## config.mk

```make
export PLATFORM = sky130hd
export DESIGN_NAME = spi_slave
export DESIGN_NICKNAME = d
export VERILOG_FILES = /design/src/rtl/spi_pkg.sv /design/src/rtl/spi_sync_edge.sv /design/src/rtl/spi_slave.sv
export SDC_FILE = /design/constraint.sdc
export NUM_CORES = 1
export LEC_CHECK = 0
export BUFFER_PORTS_ARGS = -buffer_cell sky130_fd_sc_hd__buf_2
export CAP_MARGIN = 5
export CELL_PAD_IN_SITES_DETAIL_PLACEMENT = 1
export CELL_PAD_IN_SITES_GLOBAL_PLACEMENT = 2
export CORE_ASPECT_RATIO = 0.75
export CORE_MARGIN = 3
export CORE_UTILIZATION = 30
export DETAILED_ROUTE_END_ITERATION = 7
export PLACE_DENSITY_LB_ADDON = 0.1
export SLEW_MARGIN = 15
export SYNTH_ARGS = -nofsm -noshare
export SYNTH_HDL_FRONTEND = slang
export SYNTH_SLANG_ARGS = --single-unit
```

## constraint.sdc

```tcl
create_clock -name i_clk -period 4.9 [get_ports i_clk]
set_input_delay 1.225 -clock i_clk [delete_from_list [all_inputs] [get_ports i_clk]]
set_output_delay 1.225 -clock i_clk [all_outputs]
set_load 0.01 [all_outputs]
```

## src/rtl/spi_pkg.sv

```systemverilog
// Shared types and constants for the SPI slave.
// State encoding is visible on o_state for the control/status registers.
package spi_pkg;

    typedef enum logic [1:0] {
        StIdle  = 2'b00,
        StShift = 2'b01,
        StDone  = 2'b10
    } spi_state_e;

    localparam int SPI_FRAME_BITS = 8;

endpackage

```

## src/rtl/spi_sync_edge.sv

```systemverilog
// Two-flop synchronizer for an asynchronous pin, plus one history flop
// that turns level changes into single-cycle rise/fall pulses.
module spi_sync_edge #(
    parameter logic RST_VAL = 1'b0
) (
    input  logic i_clk,
    input  logic i_rst,
    input  logic i_d,
    output logic o_level,
    output logic o_rise,
    output logic o_fall
);

    logic r_meta;
    logic r_sync;
    logic r_prev;

    always_ff @(posedge i_clk or negedge i_rst) begin
        if (!i_rst) begin
            r_meta <= RST_VAL;
            r_sync <= RST_VAL;
            r_prev <= RST_VAL;
        end else begin
            r_meta <= i_d;
            r_sync <= r_meta;
            r_prev <= r_sync;
        end
    end

    assign o_level = r_sync;
    assign o_rise  = r_sync & ~r_prev;
    assign o_fall  = ~r_sync & r_prev;

endmodule

```

## src/rtl/spi_slave.sv

```systemverilog
// Byte-wide LSB-first SPI slave, all four CPOL/CPHA modes, oversampled in i_clk.
// i_load is a bare one-cycle strobe: no handshake, the byte is captured on that cycle.
module spi_slave
    import spi_pkg::*;
(
    input  logic       i_clk,
    input  logic       i_rst,
    input  logic       i_cpol,
    input  logic       i_cpha,
    input  logic       i_en,
    input  logic [7:0] i_data_slave,
    input  logic       i_load,
    input  logic       i_clr_flg,
    input  logic       i_SCK,
    input  logic       i_CS,
    input  logic       i_MOSI,
    output logic       o_MISO,
    output logic       o_MISO_oe,
    output logic [7:0] o_data_slave,
    output logic       o_done,
    output logic       o_ovr,
    output logic [1:0] o_state,
    output logic [3:0] o_bits
);

    logic w_sck_rise, w_sck_fall, w_unused_sck_level;
    logic w_cs, w_cs_fall, w_unused_cs_rise;
    logic w_mosi, w_unused_mosi_rise, w_unused_mosi_fall;

    spi_sync_edge #(.RST_VAL(1'b0)) u_sync_sck (
        .i_clk(i_clk), .i_rst(i_rst), .i_d(i_SCK),
        .o_level(w_unused_sck_level), .o_rise(w_sck_rise), .o_fall(w_sck_fall)
    );
    spi_sync_edge #(.RST_VAL(1'b1)) u_sync_cs (
        .i_clk(i_clk), .i_rst(i_rst), .i_d(i_CS),
        .o_level(w_cs), .o_rise(w_unused_cs_rise), .o_fall(w_cs_fall)
    );
    spi_sync_edge #(.RST_VAL(1'b0)) u_sync_mosi (
        .i_clk(i_clk), .i_rst(i_rst), .i_d(i_MOSI),
        .o_level(w_mosi), .o_rise(w_unused_mosi_rise), .o_fall(w_unused_mosi_fall)
    );

    spi_state_e r_state, w_state_nxt;
    logic [3:0] r_bits, w_bits_nxt;
    logic [7:0] r_tx_hold, w_tx_hold_nxt;
    logic [7:0] r_tx_shift, w_tx_shift_nxt;
    logic [7:0] r_rx_shift, w_rx_shift_nxt;
    logic [7:0] r_data, w_data_nxt;
    logic       r_done, w_done_nxt;
    logic       r_ovr, w_ovr_nxt;
    logic       r_fresh, w_fresh_nxt;
    logic       r_cpol, w_cpol_nxt;
    logic       r_cpha, w_cpha_nxt;

    // Mode bits are frozen for the frame once the FSM leaves StIdle.
    logic w_lead, w_trail, w_sample, w_shift;
    assign w_lead   = r_cpol ? w_sck_fall : w_sck_rise;
    assign w_trail  = r_cpol ? w_sck_rise : w_sck_fall;
    assign w_sample = r_cpha ? w_trail : w_lead;
    assign w_shift  = r_cpha ? w_lead : w_trail;

    always_ff @(posedge i_clk or negedge i_rst) begin
        if (!i_rst) begin
            r_state    <= StIdle;
            r_bits     <= 4'd0;
            r_tx_hold  <= 8'h00;
            r_tx_shift <= 8'h00;
            r_rx_shift <= 8'h00;
            r_data     <= 8'h00;
            r_done     <= 1'b0;
            r_ovr      <= 1'b0;
            r_fresh    <= 1'b0;
            r_cpol     <= 1'b0;
            r_cpha     <= 1'b0;
        end else begin
            r_state    <= w_state_nxt;
            r_bits     <= w_bits_nxt;
            r_tx_hold  <= w_tx_hold_nxt;
            r_tx_shift <= w_tx_shift_nxt;
            r_rx_shift <= w_rx_shift_nxt;
            r_data     <= w_data_nxt;
            r_done     <= w_done_nxt;
            r_ovr      <= w_ovr_nxt;
            r_fresh    <= w_fresh_nxt;
            r_cpol     <= w_cpol_nxt;
            r_cpha     <= w_cpha_nxt;
        end
    end

    always_comb begin
        w_state_nxt    = r_state;
        w_bits_nxt     = r_bits;
        w_tx_hold_nxt  = i_load ? i_data_slave : r_tx_hold;
        w_tx_shift_nxt = r_tx_shift;
        w_rx_shift_nxt = r_rx_shift;
        w_data_nxt     = r_data;
        w_done_nxt     = r_done;
        w_ovr_nxt      = r_ovr;
        w_fresh_nxt    = 1'b0;
        w_cpol_nxt     = r_cpol;
        w_cpha_nxt     = r_cpha;

        if (i_clr_flg) begin
            w_done_nxt = 1'b0;
            w_ovr_nxt  = 1'b0;
        end

        case (r_state)
            StIdle: begin
                w_bits_nxt = 4'd0;
                w_cpol_nxt = i_cpol;
                w_cpha_nxt = i_cpha;
                if (w_cs_fall && i_en) begin
                    w_tx_shift_nxt = r_tx_hold;
                    w_state_nxt    = StShift;
                end
            end
            StShift: begin
                if (w_cs || !i_en) begin
                    w_state_nxt = StIdle;
                    w_bits_nxt  = 4'd0;
                end else if (w_sample) begin
                    w_rx_shift_nxt = {w_mosi, r_rx_shift[7:1]};
                    w_bits_nxt     = r_bits + 4'd1;
                    if (r_bits == 4'(SPI_FRAME_BITS - 1)) begin
                        w_state_nxt = StDone;
                        w_fresh_nxt = 1'b1;
                    end
                end else if (w_shift && r_bits != 4'd0) begin
                    w_tx_shift_nxt = {1'b0, r_tx_shift[7:1]};
                end
            end
            StDone: begin
                // First StDone cycle publishes the byte; a same-cycle clear loses to it.
                if (r_fresh) begin
                    w_data_nxt = r_rx_shift;
                    if (i_clr_flg) begin
                        w_done_nxt = 1'b1;
                        w_ovr_nxt  = 1'b0;
                    end else if (r_done) begin
                        w_ovr_nxt = 1'b1;
                    end else begin
                        w_done_nxt = 1'b1;
                    end
                end else if (w_cs) begin
                    w_state_nxt = StIdle;
                end
            end
            default: w_state_nxt = StIdle;
        endcase
    end

    assign o_MISO       = r_tx_shift[0];
    assign o_MISO_oe    = i_en & ~w_cs;
    assign o_data_slave = r_data;
    assign o_done       = r_done;
    assign o_ovr        = r_ovr;
    assign o_state      = r_state;
    assign o_bits       = r_bits;

endmodule
```

==> run_results.csv <==
group,metric,value,unit
outcome,run_status,"finished, final reports clean",
cts,numCtsBuffers,5,
worst_hold_path,worstHoldStart,"u_sync_sck.r_meta",
drt,finalWirelength,4180,um
drt,routed-wl-met2,1880,um
logic_synthesis,synth_top_cell_by_area,"sky130_fd_sc_hd__dfrtp_1",
pwr,power.clock.fraction,31.1,%
logic_synthesis,post_synth_main_area_contributors,"sky130_fd_sc_hd__dfrtp_1 (57%), sky130_fd_sc_hd__mux2_2 (17%), sky130_fd_sc_hd__nand2_1 (5.0%)",
layout,diodes,0,
timing,layout_worst_path_cycle_share,59.0,%
drt,drt_first_iter_violations,41,
layout,final-instance-count-excl-fill,283,
cts,cts_resized,0,
pwr,power-per-cell-area,328,nW/um^2
timing,timing.slew.headroom,49.3,%
worst_setup_path,r2r_start,"o_state[1]",
flow_run,drv.max_cap_violation_count,0,
floorplan,row_count,25,
global_route,grt_pass1_wl,7030,um
worst_setup_path,worst-endpoint-required,3.67,ns
logic_synthesis,syn_nets,182,
worst_setup_path,timing_worst_setup_path_type,"in2out",
global_route,grt_pass1_vias,1390,
floorplan,die_height,78.6,um
drt,post_drt_wl_per_cell,14.8,um
cts,cts.root.buffer_cell,"sky130_fd_sc_hd__clkbuf_8",
place,post-place-cells,275,
worst_setup_path,crit_path_end_kind,"output port",
global_route,globalRouteTotalUtil,11.3,%
cts,tritoncts,"done",
logic_synthesis,ys_seq_area_share,60.7,%
drt,via_count,1328,
logic_synthesis,synth_cell_type_count,30,
worst_setup_path,max_fanout_on_critical_path,3,
timing,setup_repair_after_global_routing_missed_its_margin,"no",
floorplan,ios,36,
pwr,ir_drop,0.126,mV
timing,timing.clock.skew,0.00248,ns
cts,cts-htree-levels,2,
cts,clock-sinks,51,
pwr,internal_power,0.000616,W
worst_hold_path,whs_path_depth,0,
timing,final_period_minus_worst_setup_slack,2.89,ns
drt,drt_drc_violations_left,0,
global_route,gr-total-overflow,0,
worst_hold_path,min_path_type,"reg2reg",
timing,timing.final.setup_violations,0,
drt,drt.antenna.violating_nets,0,
worst_setup_path,reg_to_reg_critical_path_endpoint,"r_tx_shift[2]",
drt,vias_per_cell,4.69,
timing,report.final.hold_viol_count,0,
pwr,leakagePower,1.23,nW
timing,fin_setup_tns,0,ns
cts,cts_setup_buffers,0,
logic_synthesis,yosys_warnings,0,
floorplan,fp.dieArea,8080,um^2
floorplan,die_w,103,um
cts,clock_slew_at_the_register_clock_pins_of_the_worst_setup_and_hold_paths,0.09,ns
place,port_buffers,35,
cts,worstSkewPairLatency,0.30,ns
worst_setup_path,rr_worst_depth,4,
global_route,antenna_violations_before_repair,0,
timing,report.final.slew_viol_count,0,
worst_hold_path,worst_hold_path.endpoint,"u_sync_sck.o_level",
layout,final_net_count,221,
worst_setup_path,reg2reg_setup_slack,2.98,ns
worst_setup_path,worstSetupStartpointType,"input pin",
global_route,grt_max_degree,52,
drt,topRoutingLayerUsed,"met4",
layout,syn2layout_area_growth,16.6,%
logic_synthesis,synth_top_cell_area_share,57.0,%
place,detailed_place_hpwl,3050,um
logic_synthesis,synthCells,162,
worst_setup_path,worstPathArrival,1.66,ns
cts,ctsLongestPathBuffers,2,
drt,route.layer.met1.wl,2070,um
layout,finish.utilization,37.6,%
drt,dr_wl_met3,193,um
pwr,seq_power_share,58.8,%
timing,max_slew.worst_pin.slew,0.759,ns
cts,ctsHoldBuffers,0,
pwr,power.share.switching,23.6,%
floorplan,initial_utilization,32.2,%
floorplan,placeableCoreArea,6540,um^2
pwr,power.switching,0.000190,W
logic_synthesis,synth_seq_cells,51,
layout,layout_cells_sized_above_1,40.6,%
timing,fmax,0.346,GHz
logic_synthesis,synthesis.area_per_instance,13.0,um^2
place,gpl.final_weighted_congestion,0.669,
logic_synthesis,synth.cell_area,2110,um^2
pwr,comb_power_share,10.1,%
drt,count_of_tritonroute_iterations_in_the_first_routing_pass,4,
-- flip-flops by register name (all words and copies together), names as in the netlist --
| name | count |
|---|---|
| u_sync_cs.r_meta | 1 |
| r_rx_shift | 8 |
| u_sync_mosi.r_meta | 1 |
| o_ovr | 1 |
| o_done | 1 |
| o_bits | 4 |
| o_state | 2 |
| r_tx_hold | 8 |
| r_fresh | 1 |
| u_sync_sck.r_prev | 1 |
| r_cpha | 1 |
| r_cpol | 1 |
| u_sync_sck.o_level | 1 |
| u_sync_sck.r_meta | 1 |
| r_tx_shift | 8 |
| u_sync_mosi.o_level | 1 |
| o_data_slave | 8 |
| u_sync_cs.o_level | 1 |
| u_sync_cs.r_prev | 1 |
-- per-layer routing --
layer / vias up / track usage [%]
li1: 627 / -
met1: 667 / 15.8
met2: 29 / 16.8
met3: 5 / 3.20
met4: 0 / 3.88
met5: - / 0
-- per-stage QoR --
| step | setup WS, ns | hold WS [ns] | cell area [um^2] | total power (W) |
|---|---|---|---|---|
| 2_1_floorplan | 2.22 | 0.331 | 2110 | 0.000532 |
| 3_3_place_gp | 1.99 | 0.333 | 2360 | 0.000561 |
| 3_5_place_dp | 1.99 | 0.340 | 2360 | 0.000567 |
| 4_1_cts | 1.99 | 0.363 | 2460 | 0.000826 |
| 5_1_grt | 1.97 | 0.364 | 2460 | 0.000858 |
| 6_report | 2.01 | 0.360 | 2460 | 0.000807 |
-- worst max-delay path, cell delays in order --
cell	delay, ns
sky130_fd_sc_hd__buf_2	0.09
sky130_fd_sc_hd__nor2b_1	0.19
sky130_fd_sc_hd__buf_2	0.16
-- logic make-up (layout without fill, tap and decap cells) --
| family | Yosys count | count (layout) | share of synthesized area (%) |
|---|---|---|---|
| flip-flops | 51 | 51 | 60.7 |
| AND/OR/NAND/NOR | 49 | 49 | 11.5 |
| multiplexers | 34 | 34 | 18.2 |
| AO/OA/AOI/OAI | 16 | 16 | 5.23 |
| buffers and inverters | 9 | 49 | 2.32 |
| adder cells (fa/ha/maj) | 2 | 2 | 1.19 |
| XOR/XNOR | 1 | 1 | 0.772 |
-- layout by cell type (no fill, tap or decap), types with 3 or more instances in the layout --
| cell | synthesis | layout |
|---|---|---|
| sky130_fd_sc_hd__nor2b_1 | 4 | 4 |
| sky130_fd_sc_hd__dfstp_2 | 3 | 3 |
| sky130_fd_sc_hd__inv_1 | 4 | 4 |
| sky130_fd_sc_hd__clkbuf_8 | 0 | 6 |
| sky130_fd_sc_hd__mux2_2 | 31 | 31 |
| sky130_fd_sc_hd__nand2_1 | 28 | 28 |
| sky130_fd_sc_hd__nor2_1 | 4 | 4 |
| sky130_fd_sc_hd__o21ai_0 | 6 | 6 |
| sky130_fd_sc_hd__nand3_1 | 4 | 4 |
| sky130_fd_sc_hd__dfrtp_1 | 48 | 48 |
| sky130_fd_sc_hd__buf_2 | 0 | 35 |
| sky130_fd_sc_hd__nand3b_1 | 3 | 3 |
| sky130_fd_sc_hd__a21oi_1 | 3 | 3 |
-- how the worst max path moves through the flow --
stage,from,endpoint,slack (ns),depth (start not counted)
finish,i_en,o_MISO_oe,2.01,3
global route,i_en,o_MISO_oe,1.97,3
CTS,i_en,o_MISO_oe,1.99,3
detailed placement,i_en,o_MISO_oe,1.99,3
global placement,i_en,o_MISO_oe,1.99,3
floorplan,i_en,o_MISO_oe,2.22,1
-- cell type report --
cell class / count / area, um^2
timing repair buffer: 36 / 183
multi-input combinational: 102 / 778
tap: 81 / 101
inverter: 5 / 18.8
clock inverter: 1 / 8.76
clock buffer: 7 / 86.3
fill: 703 / 4080
sequential: 51 / 1280
-- synthesized netlist by cell type --
cell type and instances:
sky130_fd_sc_hd__mux2_2 31, sky130_fd_sc_hd__nand3b_1 3, sky130_fd_sc_hd__a21oi_1 3, sky130_fd_sc_hd__and4bb_1 1, sky130_fd_sc_hd__nor2_1 4, sky130_fd_sc_hd__dfrtp_1 48, sky130_fd_sc_hd__dfstp_2 3, sky130_fd_sc_hd__clkbuf_1 1
sky130_fd_sc_hd__o21ai_0 6, sky130_fd_sc_hd__mux2i_1 2, sky130_fd_sc_hd__nand2_4 1, sky130_fd_sc_hd__a211o_1 1, sky130_fd_sc_hd__o211ai_1 2, sky130_fd_sc_hd__nand2b_1 2, sky130_fd_sc_hd__nand3_1 4, sky130_fd_sc_hd__ha_1 2
sky130_fd_sc_hd__xor2_2 1, sky130_fd_sc_hd__nor2b_1 4, sky130_fd_sc_hd__a32oi_1 1, sky130_fd_sc_hd__clkinv_1 1, sky130_fd_sc_hd__buf_1 1, sky130_fd_sc_hd__mux2_4 1, sky130_fd_sc_hd__buf_6 2, sky130_fd_sc_hd__o21ai_4 1
sky130_fd_sc_hd__and3b_1 1, sky130_fd_sc_hd__and4b_1 1, sky130_fd_sc_hd__o31ai_1 1, sky130_fd_sc_hd__o21ai_2 1, sky130_fd_sc_hd__inv_1 4, sky130_fd_sc_hd__nand2_1 28
-- power groups by stage --
stage                     clock (W)  sequential [W]  combinational, W
after CTS                  0.000267        0.000474         0.0000843
after floorplan                   0        0.000477         0.0000548
final                      0.000251        0.000474         0.0000816
after global routing       0.000287        0.000480         0.0000914
after global placement            0        0.000480         0.0000802
after detailed placement          0        0.000482         0.0000844
No activity file was read; power rests on OpenSTA's default activity.
